--- config.mk ---
export PLATFORM = sky130hd
export DESIGN_NAME = heart_player_flat
export DESIGN_NICKNAME = d
export VERILOG_FILES = /design/src/rtl/heart_player_if.sv /design/src/rtl/heart_player.sv /design/src/flat_wrapper.sv
export SDC_FILE = /design/constraint.sdc
export NUM_CORES = 1
export LEC_CHECK = 0
export ABC_AREA = 1
export CORE_ASPECT_RATIO = 0.9
export CORE_MARGIN = 8
export CORE_UTILIZATION = 45
export DETAILED_ROUTE_END_ITERATION = 6
export PLACE_DENSITY_LB_ADDON = 0.25
export SETUP_SLACK_MARGIN = 0.02
export SLEW_MARGIN = 15
export SYNTH_ARGS = -nofsm -noshare
export SYNTH_HDL_FRONTEND = slang
export SYNTH_SLANG_ARGS = --single-unit
--- constraint.sdc ---
create_clock -name clk -period 3.45 [get_ports clk]
set_input_delay 0.69 -clock clk [delete_from_list [all_inputs] [get_ports clk]]
set_output_delay 0.69 -clock clk [all_outputs]
set_load 0.01 [all_outputs]
--- src/rtl/heart_player_if.sv ---
// heart_player_if: ROM/LED bundle between heart_player (master) and its ROM/board side (slave).
// Signals: enable (playback enable), address (ROM select), db_entry (ROM data),
//          led (LED drive), frame_strobe (new-pattern pulse).
interface heart_player_if;
  logic       enable;
  logic [2:0] address;
  logic [7:0] db_entry;
  logic [7:0] led;
  logic       frame_strobe;
  modport master (input enable, db_entry, output address, led, frame_strobe);
  modport slave (output enable, db_entry, input address, led, frame_strobe);
endinterface

--- src/rtl/heart_player.sv ---
// heart_player: sequences the 8-entry heart ROM and plays each pattern as PWM fade-in, hold, fade-out.
// Ports: clk, rst_n (async active-low), bus (heart_player_if.master:
//        enable in, db_entry in, address out, led out, frame_strobe out).
// Macro HEART_GAMMA_EN: squared (perceptual) duty curve during fades; linear when undefined.
module heart_player #(
  parameter int PRESCALE     = 4096,
  parameter int PWM_BITS     = 4,
  parameter int HOLD_PERIODS = 16
) (
  input logic           clk,
  input logic           rst_n,
  heart_player_if.master bus
);
  localparam int PW = PRESCALE > 1 ? $clog2(PRESCALE) : 1;
  localparam int HW = $clog2(HOLD_PERIODS) + 1;
  localparam logic [PWM_BITS-1:0] MAX = '1;
  typedef enum logic [2:0] {IDLE, LOAD, FADE_IN, HOLD, FADE_OUT, ADVANCE} state_t;
  state_t              state_q;
  logic [2:0]          address_q;
  logic [7:0]          led_q, pattern_q;
  logic                strobe_q;
  logic [PWM_BITS-1:0] level_q, pwm_q, duty_d;
  logic [PW-1:0]       presc_q;
  logic [HW-1:0]       hold_q;
  logic                tick_d, period_end_d;
  assign tick_d       = presc_q == PW'(PRESCALE - 1);
  assign period_end_d = tick_d && pwm_q == MAX;
`ifdef HEART_GAMMA_EN
  // upper half of level^2 gives the perceptual curve
  assign duty_d = PWM_BITS'(({{PWM_BITS{1'b0}}, level_q} * {{PWM_BITS{1'b0}}, level_q}) >> PWM_BITS);
`else
  assign duty_d = level_q;
`endif
  assign bus.address      = address_q;
  assign bus.led          = led_q;
  assign bus.frame_strobe = strobe_q;
  always_ff @(posedge clk or negedge rst_n)
    if (!rst_n) begin
      state_q   <= IDLE;
      address_q <= '0;
      led_q     <= '0;
      strobe_q  <= 1'b0;
      pattern_q <= '0;
      level_q   <= '0;
      presc_q   <= '0;
      pwm_q     <= '0;
      hold_q    <= '0;
    end else begin
      strobe_q <= 1'b0;
      if (state_q != IDLE && !bus.enable) begin
        // pause: address and pattern survive so the same frame restarts
        state_q <= IDLE;
        led_q   <= '0;
        level_q <= '0;
        presc_q <= '0;
        pwm_q   <= '0;
        hold_q  <= '0;
      end else begin
        presc_q <= tick_d ? '0 : presc_q + 1'b1;
        pwm_q   <= tick_d ? pwm_q + 1'b1 : pwm_q;
        led_q   <= state_q == HOLD ? pattern_q :
                   (state_q == FADE_IN || state_q == FADE_OUT) ? pattern_q & {8{pwm_q < duty_d}} : '0;
        case (state_q)
          IDLE: begin
            presc_q <= '0;
            pwm_q   <= '0;
            if (bus.enable) state_q <= LOAD;
          end
          LOAD: begin
            pattern_q <= bus.db_entry;
            strobe_q  <= 1'b1;
            presc_q   <= '0;
            pwm_q     <= '0;
            level_q   <= '0;
            state_q   <= FADE_IN;
          end
          FADE_IN:
            if (period_end_d) begin
              if (level_q == MAX) begin
                state_q <= HOLD;
                hold_q  <= '0;
              end else level_q <= level_q + 1'b1;
            end
          HOLD:
            if (period_end_d) begin
              hold_q <= hold_q + 1'b1;
              if (hold_q == HW'(HOLD_PERIODS - 1)) begin
                state_q <= FADE_OUT;
                level_q <= MAX;
              end
            end
          FADE_OUT:
            if (period_end_d) begin
              if (level_q == '0) state_q <= ADVANCE;
              else level_q <= level_q - 1'b1;
            end
          ADVANCE: begin
            address_q <= address_q + 1'b1;
            state_q   <= LOAD;
          end
          default: state_q <= IDLE;
        endcase
      end
    end
endmodule

--- src/flat_wrapper.sv ---
// flat-port wrapper written by rule: the top's interface ports become plain ports
module heart_player_flat 
#(
  parameter int PRESCALE     = 4096,
  parameter int PWM_BITS     = 4,
  parameter int HOLD_PERIODS = 16
)
  (clk, rst_n, bus_enable, bus_db_entry, bus_address, bus_led, bus_frame_strobe);
  heart_player_if bus_i ();
  input logic clk;
  input logic rst_n;
  input wire logic [$bits(bus_i.enable)-1:0] bus_enable;
  input wire logic [$bits(bus_i.db_entry)-1:0] bus_db_entry;
  output wire logic [$bits(bus_i.address)-1:0] bus_address;
  output wire logic [$bits(bus_i.led)-1:0] bus_led;
  output wire logic [$bits(bus_i.frame_strobe)-1:0] bus_frame_strobe;
  assign bus_i.enable = bus_enable;
  assign bus_i.db_entry = bus_db_entry;
  assign bus_address = bus_i.address;
  assign bus_led = bus_i.led;
  assign bus_frame_strobe = bus_i.frame_strobe;
  heart_player #(.PRESCALE(PRESCALE), .PWM_BITS(PWM_BITS), .HOLD_PERIODS(HOLD_PERIODS)) u_core (.clk(clk), .rst_n(rst_n), .bus(bus_i));
endmodule
Word level (Yosys, flattened, before mapping)
Index checks and enable logic that the tools add are counted.

Flip-flop bits (word level): 48. Logic and storage cells: 85. Output and inout bits: 12. Input bits: 11.

Add/sub/neg operators: 6. Magnitude comparators: 1. Bitwise gates (word level): 2. Reduce and logical (&&, ||, !) cells: 16. Multiplexer cells: 33. Equal/unequal tests: 18.

Operator list (count): two-way mux 4 bit (10); two-way mux 12 bit (3); two-way mux 3 bit (8); two-way mux 8 bit (3); two-way mux 5 bit (4); inequality test 3 x 2 -> 1 bit (second input constant) (6); case mux 3 bit (6 select lines) (1); case mux 4 bit (4 select lines) (1); AND reduction 7 bit (2); adder 12 x 1 -> 12 bit (second input constant) (1); equality test 12 bit (second input constant) (1); case mux 5 bit (2 select lines) (1); inequality test 3 x 1 -> 1 bit (second input constant) (3); nonzero test 3 bit (3); adder 4 x 1 -> 4 bit (second input constant) (2); bitwise AND 8 bit (1); equality test 4 bit (second input constant) (2); equality test 3 x 2 -> 1 bit (second input constant) (2); equality test 3 bit (second input constant) (2); adder 5 x 1 -> 5 bit (second input constant) (1); equality test 5 x 4 -> 1 bit (second input constant) (1); nonzero test 5 bit (1); logical NOT 4 bit (1); < comparator 4 bit (1); other kinds (12) (15).

Logic depth before layout (Yosys ltp)
Gate-level depths: netlist of run 1.

Depth in word-level cells: 5. Depth in mapped cells: 13. Gate-level depth less buffers: 12.

Least setup slack after synthesis of run 1
OpenSTA, ideal clock, no wires.

Kind: register -> register. From: register u_core.state_q[1]. To: register u_core.level_q[2] (netlist: u_core.duty_d[2]). Slack: 1.771 ns. Buffers on the path: 1. Setup time: 0.116 ns. Arrival: 1.563 ns. Cell stages (with the launch flop): 14. Data required time: 3.334 ns. Clock period less this slack: 1.679 ns. Cell sequence: dfrtp_1 -> buf_4 -> nor2_4 -> nand2_2 -> xor2_1 -> ha_1 -> nor2_1 -> nand3_1 -> nand2_1 -> nand2_1 -> nand3_1 -> a21oi_1 -> nand2_1 -> nand2_1.

Longest elaborated chain between the ends: 4. Elaborated cells on any way between the ends: 16. Those cells by class: eq/ne: 10; mux: 2; reduce/logical: 4.

Ends and longest elaborated chain: from (decl) (RTL line heart_player.sv:18) `state_t state_q;`; from (signal assigned) (RTL line heart_player.sv:39) `state_q <= IDLE;`; from (signal assigned) (RTL line heart_player.sv:52) `state_q <= IDLE;`; from (signal assigned) (RTL line heart_player.sv:67) `if (bus.enable) state_q <= LOAD;`; nonzero test 3 bit (RTL line heart_player.sv:50) `if (state_q != IDLE && !bus.enable) begin`; logical AND 1 bit (RTL line heart_player.sv:50); inequality test 3 x 2 -> 1 bit (no source line), or another cell as far along; AND reduction 7 bit (no source line); to (signal assigned) (RTL line heart_player.sv:82) `end else level_q <= level_q + 1'b1;`; to (signal assigned) (RTL line heart_player.sv:95) `else level_q <= level_q - 1'b1;`; to (decl) (RTL line heart_player.sv:22) `logic [PWM_BITS-1:0] level_q, pwm_q, duty_d;`.

Several ways; a longest one is shown, not always the timed one. A chain may end at the register's enable or synchronous reset.

Worst setup path after layout of run 1
From: input bus_enable. To: register u_core.level_q[3] (netlist: u_core.duty_d[3]).

Longest elaborated chain between the ends: 4. Elaborated cells on any way between the ends: 11. Those cells by class: eq/ne: 6; mux: 1; reduce/logical: 4.

Ends and longest elaborated chain: from (decl) (RTL line flat_wrapper.sv:12) `input wire logic [$bits(bus_i.enable)-1:0] bus_enable;`; logical NOT 1 bit * (RTL line heart_player.sv:50); logical AND 1 bit * (RTL line heart_player.sv:50); inequality test 3 x 2 -> 1 bit (no source line), or another cell as far along; AND reduction 7 bit (no source line).

Mark *: on every way between the ends. The rest lies on a longest branch, timed or not.

==> results of run 1 <==
[worst max-delay path, delay by kind of cell]
family | cells | cell delay (ns)
buffers and inverters | 3 | 0.87
and+or+nand+nor | 7 | 0.69
[cell families (layout without fill, tap and decap cells)]
kind of cell               Yosys count  after routing  synth area share [%]
buffers and inverters               34             58                  5.77
xor gates and xnor gates             8              8                  2.74
AOI/OAI and AO/OA                   42             42                  9.00
adders and majority gates            9              9                  4.40
and+or+nand+nor                    170            170                  30.7
muxes                                1              1                 0.440
DFF                                 48             48                  47.0
[layout make-up]
| class | count | area, um2 |
|---|---|---|
| Inverter | 29 | 115 |
| Sequential cell | 48 | 1200 |
| Fill cell | 539 | 2640 |
| Clock inverter | 2 | 60.1 |
| Tap cell | 70 | 87.6 |
| Multi-Input combinational cell | 230 | 1210 |
| Timing Repair Buffer | 22 | 218 |
| Clock buffer | 5 | 68.8 |
[cell usage in the layout, fill, tap and decap left out, types with 6 or more instances in the layout]
| master | count |
|---|---|
| nand2_1 | 91 |
| dfrtp_1 | 48 |
| nor2_1 | 25 |
| inv_1 | 23 |
| clkdlybuf4s50_1 | 21 |
| nand3_1 | 20 |
| a21oi_1 | 19 |
| o21ai_1 | 11 |
| ha_1 | 9 |
| nand2_2 | 8 |
| o21ai_0 | 7 |
| xor2_1 | 6 |
| nand4_1 | 6 |
[worst min-delay path by stage]
stage                                     start                    end  slack (ns)  depth (start not counted)
after floorplan                           rst_n  u_core.bus.address[0]        0.39                          0
after detailed placement  u_core.bus.address[2]  u_core.bus.address[2]        0.46                          1
after global routing                      rst_n        u_core.pwm_q[0]        0.44                          1
after CTS                 u_core.bus.address[2]  u_core.bus.address[2]        0.48                          1
final                                     rst_n        u_core.pwm_q[2]        0.39                          1
after global placement    u_core.bus.address[2]  u_core.bus.address[2]        0.46                          1
[flip-flops by register name, indices dropped and copies added, names as in the netlist]
name,count
u_core.bus.led,8
u_core.duty_d,4
u_core.bus.frame_strobe,1
u_core.pwm_q,4
u_core.presc_q,12
u_core.pattern_q,8
u_core.bus.address,3
u_core.state_q,3
u_core.hold_q,5
[synth_stat cells, drive strengths merged (2+ instances only)]
library cell,count,area share (%)
nand4,6,1.5
a21oi,19,3.7
ha,9,4.4
clkinv,2,0.54
nand3,21,4.3
xor2,6,2.1
or2,3,0.73
nor3,3,0.59
buf,4,1.1
nand2,100,16
nor2,35,7.1
xnor2,2,0.69
o21ai,19,4.2
inv,27,4.0
dfrtp,48,47
[where the power goes]
group	switching, mW	internal (mW)
Combinational	0.518	0.309
Sequential	0.125	0.687
Clock	0.182	0.285
[per-layer routing]
layer  track usage, %  wire (um)
met5                0          0
met3             3.45        186
met4             5.44         77
met1             18.3       2550
met2             20.1       2040
==> flow_metrics.py, run 1 <==
metrics = {
    "cts": {
        "cts_setup_buffers": 0,
        "cts_made_buffers": 5,
        "clk_latency_ns": 0.31,
        "cts_hold_buffers": 0,
        "ctsResizeCount": 0,
        "clk_pin_slew_worst_paths_ns": 0.09,
        "cts_tree": "built",
        "clock-sinks": 48,
        "htreeDepth": 2,
        "root_buffer": "clkbuf_8",
        "clock_path_buffers": 2,
    },
    "floorplanning": {
        "io_pins": 23,
        "initial_core_util_pct": 45.7,
        "rows": 26,
        "die_h_um": 87.5,
        "die_width_um": 95.5,
        "coreArea_um2": 5600,
        "dieArea_um2": 8360,
    },
    "power": {
        "p_leak_nw": 1.39,
        "finalPower_mw": 2.10,
        "cellPowerDensity_nw_per_um2": 711,
        "ir_worst_vdd_mv": 0.404,
    },
    "worst_setup_path": {
        "startpoint": "bus_enable",
        "r2r_start": "u_core.state_q[1]",
        "cp_slowest_cell": "clkdlybuf4s50_1",
        "r2r_cells": 11,
        "r2r_setup_slack_ns": 1.54,
        "arrival_ns": 2.26,
        "crit_fanout": 14,
        "cp-endpoint": "u_core.duty_d[3]",
        "end_kind": "register",
        "crit_path_max_incr_delay_ns": 0.61,
        "required_ns": 3.65,
        "start_kind": "input pin",
        "cp_cell_sequence": "clkdlybuf4s50_1 > inv_1 > nand2_2 > clkinv_2 > nor2_2 > nor2_4 > nand2_2 > nor2_4 > nand3_1 > nand2_1",
        "worstSetupPathType": "input pin to register",
        "rr_endpoint": "u_core.duty_d[2]",
    },
    "synthesis": {
        "ys_seq_area_share_pct": 47.0,
        "ys_warn_count": 0,
        "syn_avg_cell_area_um2": 8.20,
        "netlist_area_um2": 2560,
        "synth_ff_type": "dfrtp_1",
        "async_flop_share_pct": 100,
        "ys_ff_latch": 48,
        "ys_types": 35,
        "syn-instance-count": 312,
        "synth_edf_count": 0,
        "synth_nets": 332,
    },
    "placed_design": {
        "placed_cells": 399,
        "gp_congestion": 0.847,
        "post-dp-hpwl_um": 3610,
        "post-place-ws_ns": 1.07,
        "dpl_cell_area_um2": 2830,
        "portBuffers": 22,
    },
    "timing": {
        "grt_setup_unrepaired": "false",
        "max_freq_ghz": 0.485,
        "slew_headroom_pct": 60.3,
        "layout_worst_path_cycle_share_pct": 59.8,
        "setup_viol": 0,
        "setup_slack_ns": 1.39,
        "tns_ns": 0,
        "fin_skew_ns": 0.00888,
        "finalHoldViolCount": 0,
        "whs_ns": 0.388,
        "period_needed_ns": 2.06,
        "worst-slew-pin-transition_ns": 0.595,
        "maxSlewViolCount": 0,
    },
    "route": {
        "wl_per_cell_um": 11.9,
        "drc": 0,
        "first_pass_iters": 4,
        "via_per_inst": 4.90,
        "num_vias": 1991,
        "drt.antenna.violating_nets": 0,
        "routed_wirelength_um": 4850,
        "drtIter0Drc": 158,
    },
    "min_path": {
        "hold_class": "input pin to asynchronous set/reset pin",
    },
    "layout": {
        "diodes": 0,
        "final_core_util_pct": 52.9,
        "syn_to_final_growth_pct": 15.7,
        "final_area_um2": 2960,
        "final_cells": 406,
        "nets": 356,
        "layout-drive-gt1-share_pct": 11.3,
    },
    "global_route": {
        "grt_first_pass_wirelength_um": 8880,
        "grt_overflow": 0,
        "grt_antenna_before_repair": 0,
        "grt_pass1_vias": 1997,
        "grt_max_degree": 49,
        "track_usage_pct": 13.5,
    },
    "flow_run": {
        "maxCapViolations": 0,
    },
    "status": {
        "status": "completed",
    },
}
No activity file was read; power rests on OpenSTA's default activity.
==> run 2, diff against run 1 <==
==> constraint.sdc (replaced) <==
create_clock -name clk -period 1.95 [get_ports clk]
set_input_delay 0.39 -clock clk [delete_from_list [all_inputs] [get_ports clk]]
set_output_delay 0.39 -clock clk [all_outputs]
set_load 0.01 [all_outputs]
==> run 2 against run 1 <==
Net effect: critical path depth down 1; final cell count rose by 3.2%; first-iteration DRC count fell by 32%; flip-flop and latch count stayed put; power grew 80%; clock power grew 51%; global-route usage hardly changed; utilization up 1.5 points.
==> flow_metrics.py, run 2 (same netlist as run 1, synthesis figures left out) <==
metrics = {
    "worst_setup_path": {
        "crit_top_cell": "nand2_1",
        "crit_path_max_incr_delay_ns": 0.38,
        "cp_slowest_cell": "dfrtp_1",
        "worstSetupPathType": "register to register",
        "critical_path_buf_inv_count": 0,
        "r2r_setup_slack_ns": 0.28,
        "end_kind": "register",
        "required_ns": 2.18,
        "arrival_ns": 1.90,
        "cp_cell_sequence": "ha_1 > nand2_1 > nor2_1 > nand4_1 > nand2_1 > nand2_4 > nor2_4 > nand2_1 > o21ai_1",
        "crit_family": "simple AND/OR/NAND/NOR gates",
        "start_kind": "register",
        "crit_fanout": 6,
    },
    "placed_design": {
        "post-dp-hpwl_um": 3870,
        "gp_congestion": 0.868,
        "portBuffers": 22,
    },
    "global_route": {
        "grt_first_pass_wirelength_um": 8910,
        "grt_pass1_vias": 1992,
        "grt_max_degree": 31,
        "grt_antenna_before_repair": 0,
        "track_usage_pct": 13.6,
        "grt_overflow": 0,
    },
    "layout": {
        "syn_to_final_growth_pct": 19.0,
        "final_core_util_pct": 54.4,
        "multiInputGateArea_um2": 1210,
        "largest-register": "u_core.presc_q",
        "nets": 368,
        "largest_reg_flops": 12,
        "nFillCells": 522,
        "final_cell_mix": "nand2_1 (91), dfrtp_1 (48), nor2_1 (25)",
        "diodes": 0,
        "final-seq-area_um2": 1200,
        "layout-drive-gt1-share_pct": 14.3,
        "final_common_cell": "nand2_1",
    },
    "power": {
        "combPwrFrac_pct": 44.9,
        "p_leak_nw": 1.44,
        "p_int_mw": 2.27,
        "ir_worst_vdd_mv": 0.638,
        "switching_share_pct": 40.1,
        "switching_power_mw": 1.52,
        "cellPowerDensity_nw_per_um2": 1250,
        "clkPwrFrac_pct": 18.7,
        "power_frac_seq_pct": 36.4,
    },
    "floorplanning": {
        "coreArea_um2": 5600,
        "dieArea_um2": 8360,
        "die_width_um": 95.5,
        "io_pins": 23,
        "initial_core_util_pct": 45.7,
        "rows": 26,
        "die_h_um": 87.5,
    },
    "cts": {
        "cts_tree": "built",
        "htreeDepth": 2,
        "cts_made_buffers": 5,
        "root_buffer": "clkbuf_8",
        "clock_path_buffers": 2,
        "cts_hold_buffers": 0,
        "clk_latency_ns": 0.30,
        "clk_pin_slew_worst_paths_ns": 0.09,
        "clock-sinks": 48,
    },
    "route": {
        "wl_per_cell_um": 12.3,
        "via_per_inst": 4.95,
        "drc": 0,
        "drtIter0Drc": 107,
        "routed_wirelength_um": 5160,
        "num_vias": 2074,
        "first_pass_iters": 4,
        "drt.antenna.violating_nets": 0,
    },
    "timing": {
        "worst-slew-pin-transition_ns": 0.468,
        "tns_ns": 0,
        "slew_headroom_pct": 68.8,
        "max_freq_ghz": 0.598,
        "layout_worst_path_cycle_share_pct": 85.8,
        "setup_viol": 0,
        "maxSlewViolCount": 0,
        "fin_skew_ns": 0.00569,
        "grt_setup_unrepaired": "false",
        "finalHoldViolCount": 0,
        "period_needed_ns": 1.67,
    },
    "flow_run": {
        "maxCapViolations": 0,
    },
    "status": {
        "status": "completed",
    },
    "min_path": {
        "hold_class": "input pin to asynchronous set/reset pin",
    },
}
-- run 2: changes by cell type in the layout (fill, tap and decap cells not counted) --
cell       previous run  this run
buf_12                0         1
buf_2                 0         1
buf_4                 1        11
bufinv_16             2         1
clkbuf_1              0         1
clkinv_2              1         2
nand2_2               8         7
nand2_4               1         2
-- run 2: final timing paths --
check	endpoint	startpoint	depth (start not counted)
max	u_core.duty_d[1]	u_core.presc_q[1]	9
min in group clk	u_core.pattern_q[5]	u_core.pattern_q[5]	2
min	u_core.hold_q[4]	rst_n	1
max in group asynchronous	u_core.pwm_q[1]	rst_n	2
min reg2reg	u_core.pattern_q[5]	u_core.pattern_q[5]	2
max reg2reg	u_core.duty_d[1]	u_core.presc_q[1]	9
-- run 2: what timing repair did --
item	CTS	global route
gates resized for setup	0	1
endpoints found under the setup margin	0	2
setup buffers	0	2
-- run 2: through the flow --
stage	hold WS [ns]	power (mW)	cell area, um2	std cells	setup slack, ns
finish	0.0276	3.79	3040	419	0.277
CTS	0.0342	3.79	3020	417	0.197
global placement	0.371	3.03	2920	409	0.0506
floorplan	0.0944	2.54	2560	312	0.271
detailed placement	0.376	3.07	2920	409	0.0363
global route	0.0397	4.09	3040	419	0.0834
-- run 2: final cells by class --
| class | instances | share of cell area (%) |
|---|---|---|
| sequential | 48 | 39.5 |
| multi-input combinational | 230 | 39.9 |
| clock inverter | 2 | 1.15 |
| inverter | 29 | 3.78 |
| tap | 70 | 2.88 |
| timing repair buffer | 34 | 10.4 |
| clock buffer | 6 | 2.38 |
-- run 2: layer usage --
| metal | part of all wire, % | vias to the layer above | global-route usage (%) |
|---|---|---|---|
| met5 | 0 | - | 0 |
| met4 | 1.7 | 0 | 5.44 |
| met3 | 4.7 | 8 | 4.05 |
| met2 | 46 | 37 | 20.9 |
| met1 | 48 | 960 | 17.4 |
| li1 | - | 1069 | - |
-- run 2: power groups by stage --
stage                     Sequential (mW)  Combinational, mW  Clock [mW]
after detailed placement             1.39               1.67           0
after floorplan                      1.39               1.14           0
after global routing                 1.41               1.91       0.766
after CTS                            1.38               1.68       0.735
after global placement               1.40               1.64           0
final                                1.38               1.70       0.707
==> run 3, diff against run 2 <==
--- a/config.mk
+++ b/config.mk
@@ -10,6 +10,7 @@
 export CORE_MARGIN = 8
 export CORE_UTILIZATION = 45
 export DETAILED_ROUTE_END_ITERATION = 6
+export MAX_ROUTING_LAYER = met4
 export PLACE_DENSITY_LB_ADDON = 0.25
 export SETUP_SLACK_MARGIN = 0.02
 export SLEW_MARGIN = 15
==> run 3 against run 2 <==
Net effect: fmax increased by 0.13%; largest power group unchanged; sequential power about the same; flip-flop and latch count unchanged; setup slack improved by 0.0022 ns; highest routed layer unchanged; final area unchanged; clock skew about the same; combinational power about the same.
==> flow_metrics.py, run 3 (same netlist as run 1, synthesis figures left out) <==
metrics = {
    "flow_run": {
        "maxCapViolations": 0,
    },
    "timing": {
        "setup_viol": 0,
        "whs_ns": 0.0285,
        "worst-slew-pin-transition_ns": 0.471,
        "max_freq_ghz": 0.599,
        "fin_skew_ns": 0.00563,
        "period_needed_ns": 1.67,
        "grt_setup_unrepaired": "false",
        "finalHoldViolCount": 0,
        "tns_ns": 0,
        "slew_headroom_pct": 68.6,
        "layout_worst_path_cycle_share_pct": 85.7,
        "maxSlewViolCount": 0,
    },
    "power": {
        "finalPower_mw": 3.79,
        "p_leak_nw": 1.44,
        "cellPowerDensity_nw_per_um2": 1250,
        "ir_worst_vdd_mv": 0.638,
    },
    "route": {
        "drtIter0Drc": 107,
        "drt.antenna.violating_nets": 0,
        "first_pass_iters": 4,
        "via_per_inst": 4.97,
        "drc": 0,
        "num_vias": 2081,
        "routed_wirelength_um": 5160,
        "wl_per_cell_um": 12.3,
    },
    "cts": {
        "htreeDepth": 2,
        "cts_tree": "built",
        "cts_made_buffers": 5,
        "clock-sinks": 48,
        "clock_path_buffers": 2,
        "clk_pin_slew_worst_paths_ns": 0.09,
        "clk_latency_ns": 0.30,
        "root_buffer": "clkbuf_8",
    },
    "layout": {
        "final_cell_mix": "nand2_1 (91), dfrtp_1 (48), nor2_1 (25)",
        "nets": 368,
        "layout-drive-gt1-share_pct": 14.3,
        "final_common_cell": "nand2_1",
        "largest-register": "u_core.presc_q",
        "syn_to_final_growth_pct": 19.0,
        "nFillCells": 522,
        "final_core_util_pct": 54.4,
        "final_area_um2": 3040,
        "diodes": 0,
        "largest_reg_flops": 12,
    },
    "floorplanning": {
        "initial_core_util_pct": 45.7,
        "die_h_um": 87.5,
        "io_pins": 23,
        "dieArea_um2": 8360,
        "die_width_um": 95.5,
        "rows": 26,
        "coreArea_um2": 5600,
    },
    "placed_design": {
        "dpl_cell_area_um2": 2920,
        "post-dp-hpwl_um": 3870,
        "gp_congestion": 0.882,
        "portBuffers": 22,
    },
    "global_route": {
        "grt_first_pass_wirelength_um": 8910,
        "track_usage_pct": 13.9,
        "grt_overflow": 0,
        "grt_max_degree": 31,
        "grt_pass1_vias": 1992,
        "grt_antenna_before_repair": 0,
    },
    "worst_setup_path": {
        "startpoint": "u_core.presc_q[1]",
        "required_ns": 2.14,
        "worstSetupPathType": "register to register",
        "arrival_ns": 1.86,
        "start_kind": "register",
        "crit_fanout": 14,
        "r2r_start": "u_core.presc_q[1]",
        "end_kind": "register",
    },
    "status": {
        "status": "completed",
    },
    "min_path": {
        "hold_class": "input pin to asynchronous set/reset pin",
    },
}
## run 3: cell counts in the layout (fill, tap and decap cells not counted)
Identical to the previous run, type by type.
## run 3: per-stage QoR
| stage | setup slack (ns) | std cells |
|---|---|---|
| 2_1_floorplan | 0.271 | 312 |
| 3_3_place_gp | 0.0506 | 409 |
| 3_5_place_dp | 0.0363 | 409 |
| 4_1_cts | 0.197 | 417 |
| 5_1_grt | 0.0834 | 419 |
| 6_report | 0.279 | 419 |
## run 3: where the power goes
part           switching (mW)  leakage (nW)  total (mW)  internal, mW
registers               0.165         0.649        1.38          1.22
logic                    1.03         0.737        1.70         0.672
clock network           0.327        0.0552       0.707         0.381
## run 3: final timing paths
kind	to	slack, ns	cells after the start
max in group asynchronous	u_core.pwm_q[1]	1.40	2
worst max register to register	u_core.pwm_q[1]	0.28	10
min in group clk	u_core.pattern_q[5]	0.47	2
worst max-delay path	u_core.pwm_q[1]	0.28	10
worst min-delay path	u_core.hold_q[4]	0.03	1
worst min register to register	u_core.pattern_q[5]	0.47	2
## run 3: final cells by class
class | instances | area (um2) | area share [%]
Clock inverter | 2 | 35.0 | 1.15
Clock buffer | 6 | 72.6 | 2.38
Multi-Input combinational cell | 230 | 1210 | 39.9
Sequential cell | 48 | 1200 | 39.5
Inverter | 29 | 115 | 3.78
Tap cell | 70 | 87.6 | 2.88
Timing Repair Buffer | 34 | 318 | 10.4
## run 3: routing by layer
layer	GRT usage [%]	part of all wire [%]
met1	17.8	49
met2	20.9	46
met3	3.36	3.5
met4	5.44	1.7
met5	-	0
## run 3: timing repair
action / in CTS / in global routing
setup endpoints to repair: 0 / 2
setup buffers: 0 / 2
hold buffers: 0 / 0
hold endpoints to repair: 0 / 0
gates resized for setup: 0 / 1
## run 3: critical path, cell delays in order (launching register included)
cell and delay [ns]:
dfrtp_1 0.38, ha_1 0.19, nand2_1 0.09, nor2_2 0.16, nand2_1 0.10, nor2_2 0.15, nand2_1 0.12, nand2_4 0.17
inv_2 0.07, nand2_1 0.06, o21ai_1 0.07
